`config.mk`:
```
export PLATFORM = sky130hd
export DESIGN_NAME = im_arb
export DESIGN_NICKNAME = d
export VERILOG_FILES = /design/src/rtl/im_arb.sv
export SDC_FILE = /design/constraint.sdc
export NUM_CORES = 1
export LEC_CHECK = 0
export BUFFER_PORTS_ARGS = -buffer_cell sky130_fd_sc_hd__buf_2
export CAP_MARGIN = 10
export CORE_MARGIN = 3
export CORE_UTILIZATION = 50
export CTS_CLUSTER_DIAMETER = 200
export CTS_CLUSTER_SIZE = 25
export DETAILED_ROUTE_END_ITERATION = 12
export PLACE_DENSITY = 0.94
export SYNTH_ARGS = -nofsm -noshare
export SYNTH_HDL_FRONTEND = slang
export SYNTH_SLANG_ARGS = --single-unit
```
`constraint.sdc`:
```
create_clock -name clk -period 3.5 [get_ports clk]
set_input_delay 0 -clock clk [delete_from_list [all_inputs] [get_ports clk]]
set_output_delay 0 -clock clk [all_outputs]
set_load 0.01 [all_outputs]
```
`src/rtl/im_arb.sv`:
```
// im_arb: round-robin arbiter for the shared image-memory port.
// Bounded bursts, one-cycle turnaround, registered bus, read tagging.
module im_arb #(
  parameter int AW     = 20,
  parameter int BURST  = 16,
  parameter int RD_LAT = 1
) (
  input  logic          clk,
  input  logic          reset,
  input  logic          req0,
  input  logic          req1,
  input  logic [AW-1:0] addr0,
  input  logic [AW-1:0] addr1,
  input  logic          wen0_n,
  input  logic          wen1_n,
  output logic          gnt0,
  output logic          gnt1,
  output logic [AW-1:0] im_a,
  output logic          im_wen_n,
  output logic          rvalid0,
  output logic          rvalid1,
  output logic          busy
);

  localparam int BW = $clog2(BURST + 1);
  localparam logic [BW-1:0] BMAX = BW'(BURST);

  typedef enum logic [1:0] {
    IDLE,
    OWN0,
    OWN1,
    TURN
  } state_t;

  state_t          r_state;
  state_t          w_state_nx;
  logic            r_last;
  logic            w_last_nx;
  logic [BW-1:0]   r_bcnt;
  logic [BW-1:0]   w_bcnt_nx;
  logic [BW-1:0]   w_bcnt_inc;
  logic            w_bend;
  logic            w_gnt0;
  logic            w_gnt1;
  logic            w_xfer;
  logic            w_rd;
  logic [AW-1:0]   r_im_a;
  logic            r_im_wen_n;
  logic [RD_LAT:0] r_tv;
  logic [RD_LAT:0] r_tid;

  assign w_gnt0     = (r_state == OWN0) && req0;
  assign w_gnt1     = (r_state == OWN1) && req1;
  assign w_xfer     = w_gnt0 | w_gnt1;
  assign w_rd       = w_gnt0 ? wen0_n : wen1_n;
  assign w_bcnt_inc = r_bcnt + 1'b1;
  assign w_bend     = (w_bcnt_inc == BMAX);

  // State, owner history and burst count
  always_ff @(posedge clk or negedge reset) begin
    if (!reset) begin
      r_state <= IDLE;
      r_last  <= 1'b1;
      r_bcnt  <= '0;
    end else begin
      r_state <= w_state_nx;
      r_last  <= w_last_nx;
      r_bcnt  <= w_bcnt_nx;
    end
  end

  // Next-state: round robin, burst limit, turnaround
  always_comb begin
    w_state_nx = r_state;
    w_last_nx  = r_last;
    w_bcnt_nx  = r_bcnt;
    unique case (r_state)
      IDLE: begin
        w_bcnt_nx = '0;
        if (req0 && req1)
          w_state_nx = r_last ? OWN0 : OWN1;
        else if (req0)
          w_state_nx = OWN0;
        else if (req1)
          w_state_nx = OWN1;
      end
      OWN0: begin
        if (req0) begin
          w_last_nx = 1'b0;
          if (w_bend) begin
            w_bcnt_nx = '0;
            if (req1) w_state_nx = TURN;
          end else begin
            w_bcnt_nx = w_bcnt_inc;
          end
        end else begin
          w_state_nx = req1 ? TURN : IDLE;
        end
      end
      OWN1: begin
        if (req1) begin
          w_last_nx = 1'b1;
          if (w_bend) begin
            w_bcnt_nx = '0;
            if (req0) w_state_nx = TURN;
          end else begin
            w_bcnt_nx = w_bcnt_inc;
          end
        end else begin
          w_state_nx = req0 ? TURN : IDLE;
        end
      end
      TURN: begin
        w_bcnt_nx = '0;
        if (r_last ? req0 : req1)
          w_state_nx = r_last ? OWN0 : OWN1;
        else if (r_last ? req1 : req0)
          w_state_nx = r_last ? OWN1 : OWN0;
        else
          w_state_nx = IDLE;
      end
      default: w_state_nx = IDLE;
    endcase
  end

  // Memory bus: capture on transfer, strobe idles high otherwise
  always_ff @(posedge clk or negedge reset) begin
    if (!reset) begin
      r_im_a     <= '0;
      r_im_wen_n <= 1'b1;
    end else if (w_gnt0) begin
      r_im_a     <= addr0;
      r_im_wen_n <= wen0_n;
    end else if (w_gnt1) begin
      r_im_a     <= addr1;
      r_im_wen_n <= wen1_n;
    end else begin
      r_im_wen_n <= 1'b1;
    end
  end

  // Read tag pipeline: valid and requester id per read
  always_ff @(posedge clk or negedge reset) begin
    if (!reset) begin
      r_tv  <= '0;
      r_tid <= '0;
    end else begin
      r_tv  <= {r_tv[RD_LAT-1:0], w_xfer & w_rd};
      r_tid <= {r_tid[RD_LAT-1:0], w_gnt1};
    end
  end

  assign gnt0     = w_gnt0;
  assign gnt1     = w_gnt1;
  assign im_a     = r_im_a;
  assign im_wen_n = r_im_wen_n;
  assign rvalid0  = r_tv[RD_LAT] & ~r_tid[RD_LAT];
  assign rvalid1  = r_tv[RD_LAT] & r_tid[RD_LAT];
  assign busy     = (r_state != IDLE);

endmodule

```
==> run_results.csv <==
group,metric,value,unit
cts,post_cts_resized,0,
pwr,finalPower,1.73,mW
run,drv_cap,0,
sta,max_freq,0.436,GHz
detailed_routing,drcViolationCount,0,
sta,rsz0062_at_grt,"no",
cts,numCtsBuffers,5,
logic_synthesis,syn_inst,166,
finish,syn_to_final_growth,49.6,%
sta,finalCritPeriodShare,65.5,%
detailed_routing,routed_wl,5.27,mm
sta,tightestPinTransition,0.707,ns
sta,fin_tns_setup,0,ns
sta,setup_viol,0,
floorplan,die_area,0.00414,mm^2
detailed_routing,ant_nets,0,
cts,cts_tree,"yes",
placed_design,place.gp.congestion,0.818,
placed_design,pre_cts_ws,1.76,ns
grt,grt_pass1_wl,8.25,mm
logic_synthesis,ys_seq_area_share,48.7,%
sta,slew-limit-headroom,52.9,%
setup_path,path_max_fanout,23,
floorplan,die_w,64.3,um
grt,grt_max_degree,37,
grt,antenna_found_initial,0,
status,outcome,"finished, final reports clean",
cts,cts-root-buf,"clkbuf_4",
setup_path,cp-end-kind,"flip-flop",
logic_synthesis,syn_avg_cell_area,10.3,um^2
floorplan,start_util,54.0,%
detailed_routing,vias,1716,
floorplan,io_pins,72,
cts,post-cts-setup-buffers,0,
detailed_routing,drtIter0Drc,100,
sta,hold_violations,0,
hold_path,hp-class,"primary input to flip-flop",
detailed_routing,wl_per_cell,16.2,um
setup_path,required,3.72,ns
setup_path,crit_arrival,2.52,ns
grt,grt_use_total,26.7,%
floorplan,coreArea,0.00315,mm^2
detailed_routing,via_per_inst,5.28,
cts,clk-insertion-delay-late,0.35,ns
finish,fin_nets,332,
sta,slew_violations,0,
cts,clockBufferDepth,2,
sta,finalCriticalPeriod,2.29,ns
logic_synthesis,synth-warning-count,0,
logic_synthesis,synth_area,0.00170,mm^2
finish,diodes,0,
floorplan,rows,20,
pwr,peakVddDrop,0.450,mV
cts,cts_sinks,33,
logic_synthesis,ys_ff_latch,33,
grt,first_global_vias,1821,
setup_path,start_kind,"flip-flop",
pwr,p_leak,1.26,nW
logic_synthesis,ys_types,31,
finish,fillCellCount,194,
floorplan,die_y,64.3,um
setup_path,crit_type,"flip-flop to flip-flop",
placed_design,io_buffers,71,
sta,skew,0.00858,ns
sta,finalWorstSetupSlack,1.21,ns
cts,htreeDepth,2,
grt,grt_remaining_overflow,0,
logic_synthesis,synthesis.nets,218,
placed_design,dp_hpwl,2.84,mm
finish,layout-drive-gt1-share,30.6,%
cts,clkSlewWorstSetupHoldPaths,0.10,ns
detailed_routing,first_pass_iters,4,
pwr,powerDensity,681,mW/mm^2
cts,hold_buffers,42,
[path summary, 6_finish.rpt]
kind / cells after the start / endpoint / slack (ns) / start
setup / recovery: 7 / im_a[10]$_DFFE_PN0P_ / 1.21 / r_state[1]$_DFFE_PN0P_
hold / removal: 3 / im_a[5]$_DFFE_PN0P_ / 0.01 / addr1[5]
setup reg to reg: 7 / im_a[10]$_DFFE_PN0P_ / 1.21 / r_state[1]$_DFFE_PN0P_
hold reg to reg: 0 / r_tid[1]$_DFF_PN0_ / 0.36 / r_tid[0]$_DFF_PN0_
max in group asynchronous: 2 / im_a[3]$_DFFE_PN0P_ / 2.82 / reset
min in group asynchronous: 2 / im_a[13]$_DFFE_PN0P_ / 0.23 / reset
[cell usage after synthesis]
cell | n | area (um^2)
nor2_1 | 10 | 37.5
mux2i_1 | 23 | 230
a22o_1 | 5 | 43.8
inv_4 | 1 | 6.26
nand4_1 | 2 | 12.5
buf_6 | 2 | 22.5
buf_2 | 3 | 15.0
a211oi_1 | 1 | 7.51
mux2_4 | 1 | 15.0
inv_1 | 5 | 18.8
a21oi_4 | 1 | 16.3
nand3b_1 | 2 | 15.0
nand2b_1 | 3 | 18.8
and2_1 | 1 | 6.26
o2bb2ai_2 | 1 | 15.0
dfstp_2 | 2 | 52.6
nand2_4 | 1 | 11.3
nor2b_1 | 3 | 18.8
clkbuf_2 | 1 | 5.00
nand2_1 | 25 | 93.8
ha_1 | 6 | 75.1
nor3_1 | 2 | 10.0
dfrtp_1 | 31 | 776
a21oi_1 | 6 | 30.0
o211ai_1 | 1 | 7.51
nor3b_1 | 1 | 7.51
o22ai_1 | 1 | 6.26
clkbuf_1 | 1 | 3.75
o21ai_0 | 21 | 105
nand3_1 | 2 | 10.0
o2bb2ai_1 | 1 | 8.76
[area by class of cell]
type | count | area (um^2) | area share [%]
sequential | 33 | 828 | 32.5
multi-input combinational | 120 | 802 | 31.5
timing repair buffer | 114 | 783 | 30.8
tap | 44 | 55.1 | 2.16
clock buffer | 6 | 41.3 | 1.62
inverter | 6 | 25.0 | 0.983
clock inverter | 2 | 10.0 | 0.393
[metrics by stage]
| step | hold WS, ns | instances | utilization [%] | cell area, um^2 |
|---|---|---|---|---|
| floorplan | -0.296 | 166 | - | 1700 |
| global placement | 0.0783 | 275 | 65.8 | 2070 |
| detailed placement | 0.0861 | 275 | 65.8 | 2070 |
| CTS | 0.00386 | 325 | 80.7 | 2540 |
| global route | 0.0120 | 325 | 80.7 | 2540 |
| finish | 0.0102 | 325 | 80.7 | 2540 |
[state kept, by name, summed over array words and instances (netlist names)]
| signal | count |
|---|---|
| r_tv | 2 |
| r_last | 1 |
| im_wen_n | 1 |
| r_tid | 2 |
| im_a | 20 |
| r_bcnt | 5 |
| r_state | 2 |
[critical path, stage by stage (launching register included)]
cell	delay (ns)
dfrtp_1	0.41
inv_1	0.12
ha_1	0.23
nand2_4	0.09
inv_4	0.30
mux2i_1	0.31
dlygate4sd3_1	0.62
o21ai_0	0.09
[layer usage]
layer,routed length (um),global-route usage [%]
met1,1830,25.4
met2,2960,52.1
met3,283,6.33
met4,194,13.5
met5,0,0
[cells by family after synthesis]
| kind of cell | after synthesis | share of synthesized area [%] |
|---|---|---|
| mux | 24 | 14.4 |
| flops | 33 | 48.7 |
| simple gates | 52 | 14.2 |
| compound gates | 38 | 14.1 |
| buf+inv | 13 | 4.19 |
| fa+ha+maj | 6 | 4.41 |
[where the power goes]
group	switching [mW]	internal [mW]
logic	0.475	0.397
clock network	0.128	0.0763
registers	0.109	0.549
[cell usage in the layout (no fill, tap or decap), types with 2 or more instances in the layout]
| cell | instances |
|---|---|
| inv_1 | 5 |
| nor2_1 | 10 |
| nor2b_1 | 3 |
| nand3_1 | 2 |
| clkinv_2 | 2 |
| nand2_1 | 25 |
| nor3_1 | 2 |
| a22o_1 | 5 |
| dlygate4sd3_1 | 42 |
| clkbuf_4 | 5 |
| dfstp_2 | 2 |
| a21oi_1 | 6 |
| ha_1 | 6 |
| nand2b_1 | 3 |
| buf_2 | 71 |
| dfrtp_1 | 31 |
| mux2i_1 | 23 |
| o21ai_0 | 21 |
| nand4_1 | 2 |
| nand3b_1 | 2 |
(Power assumes the default switching activity.)
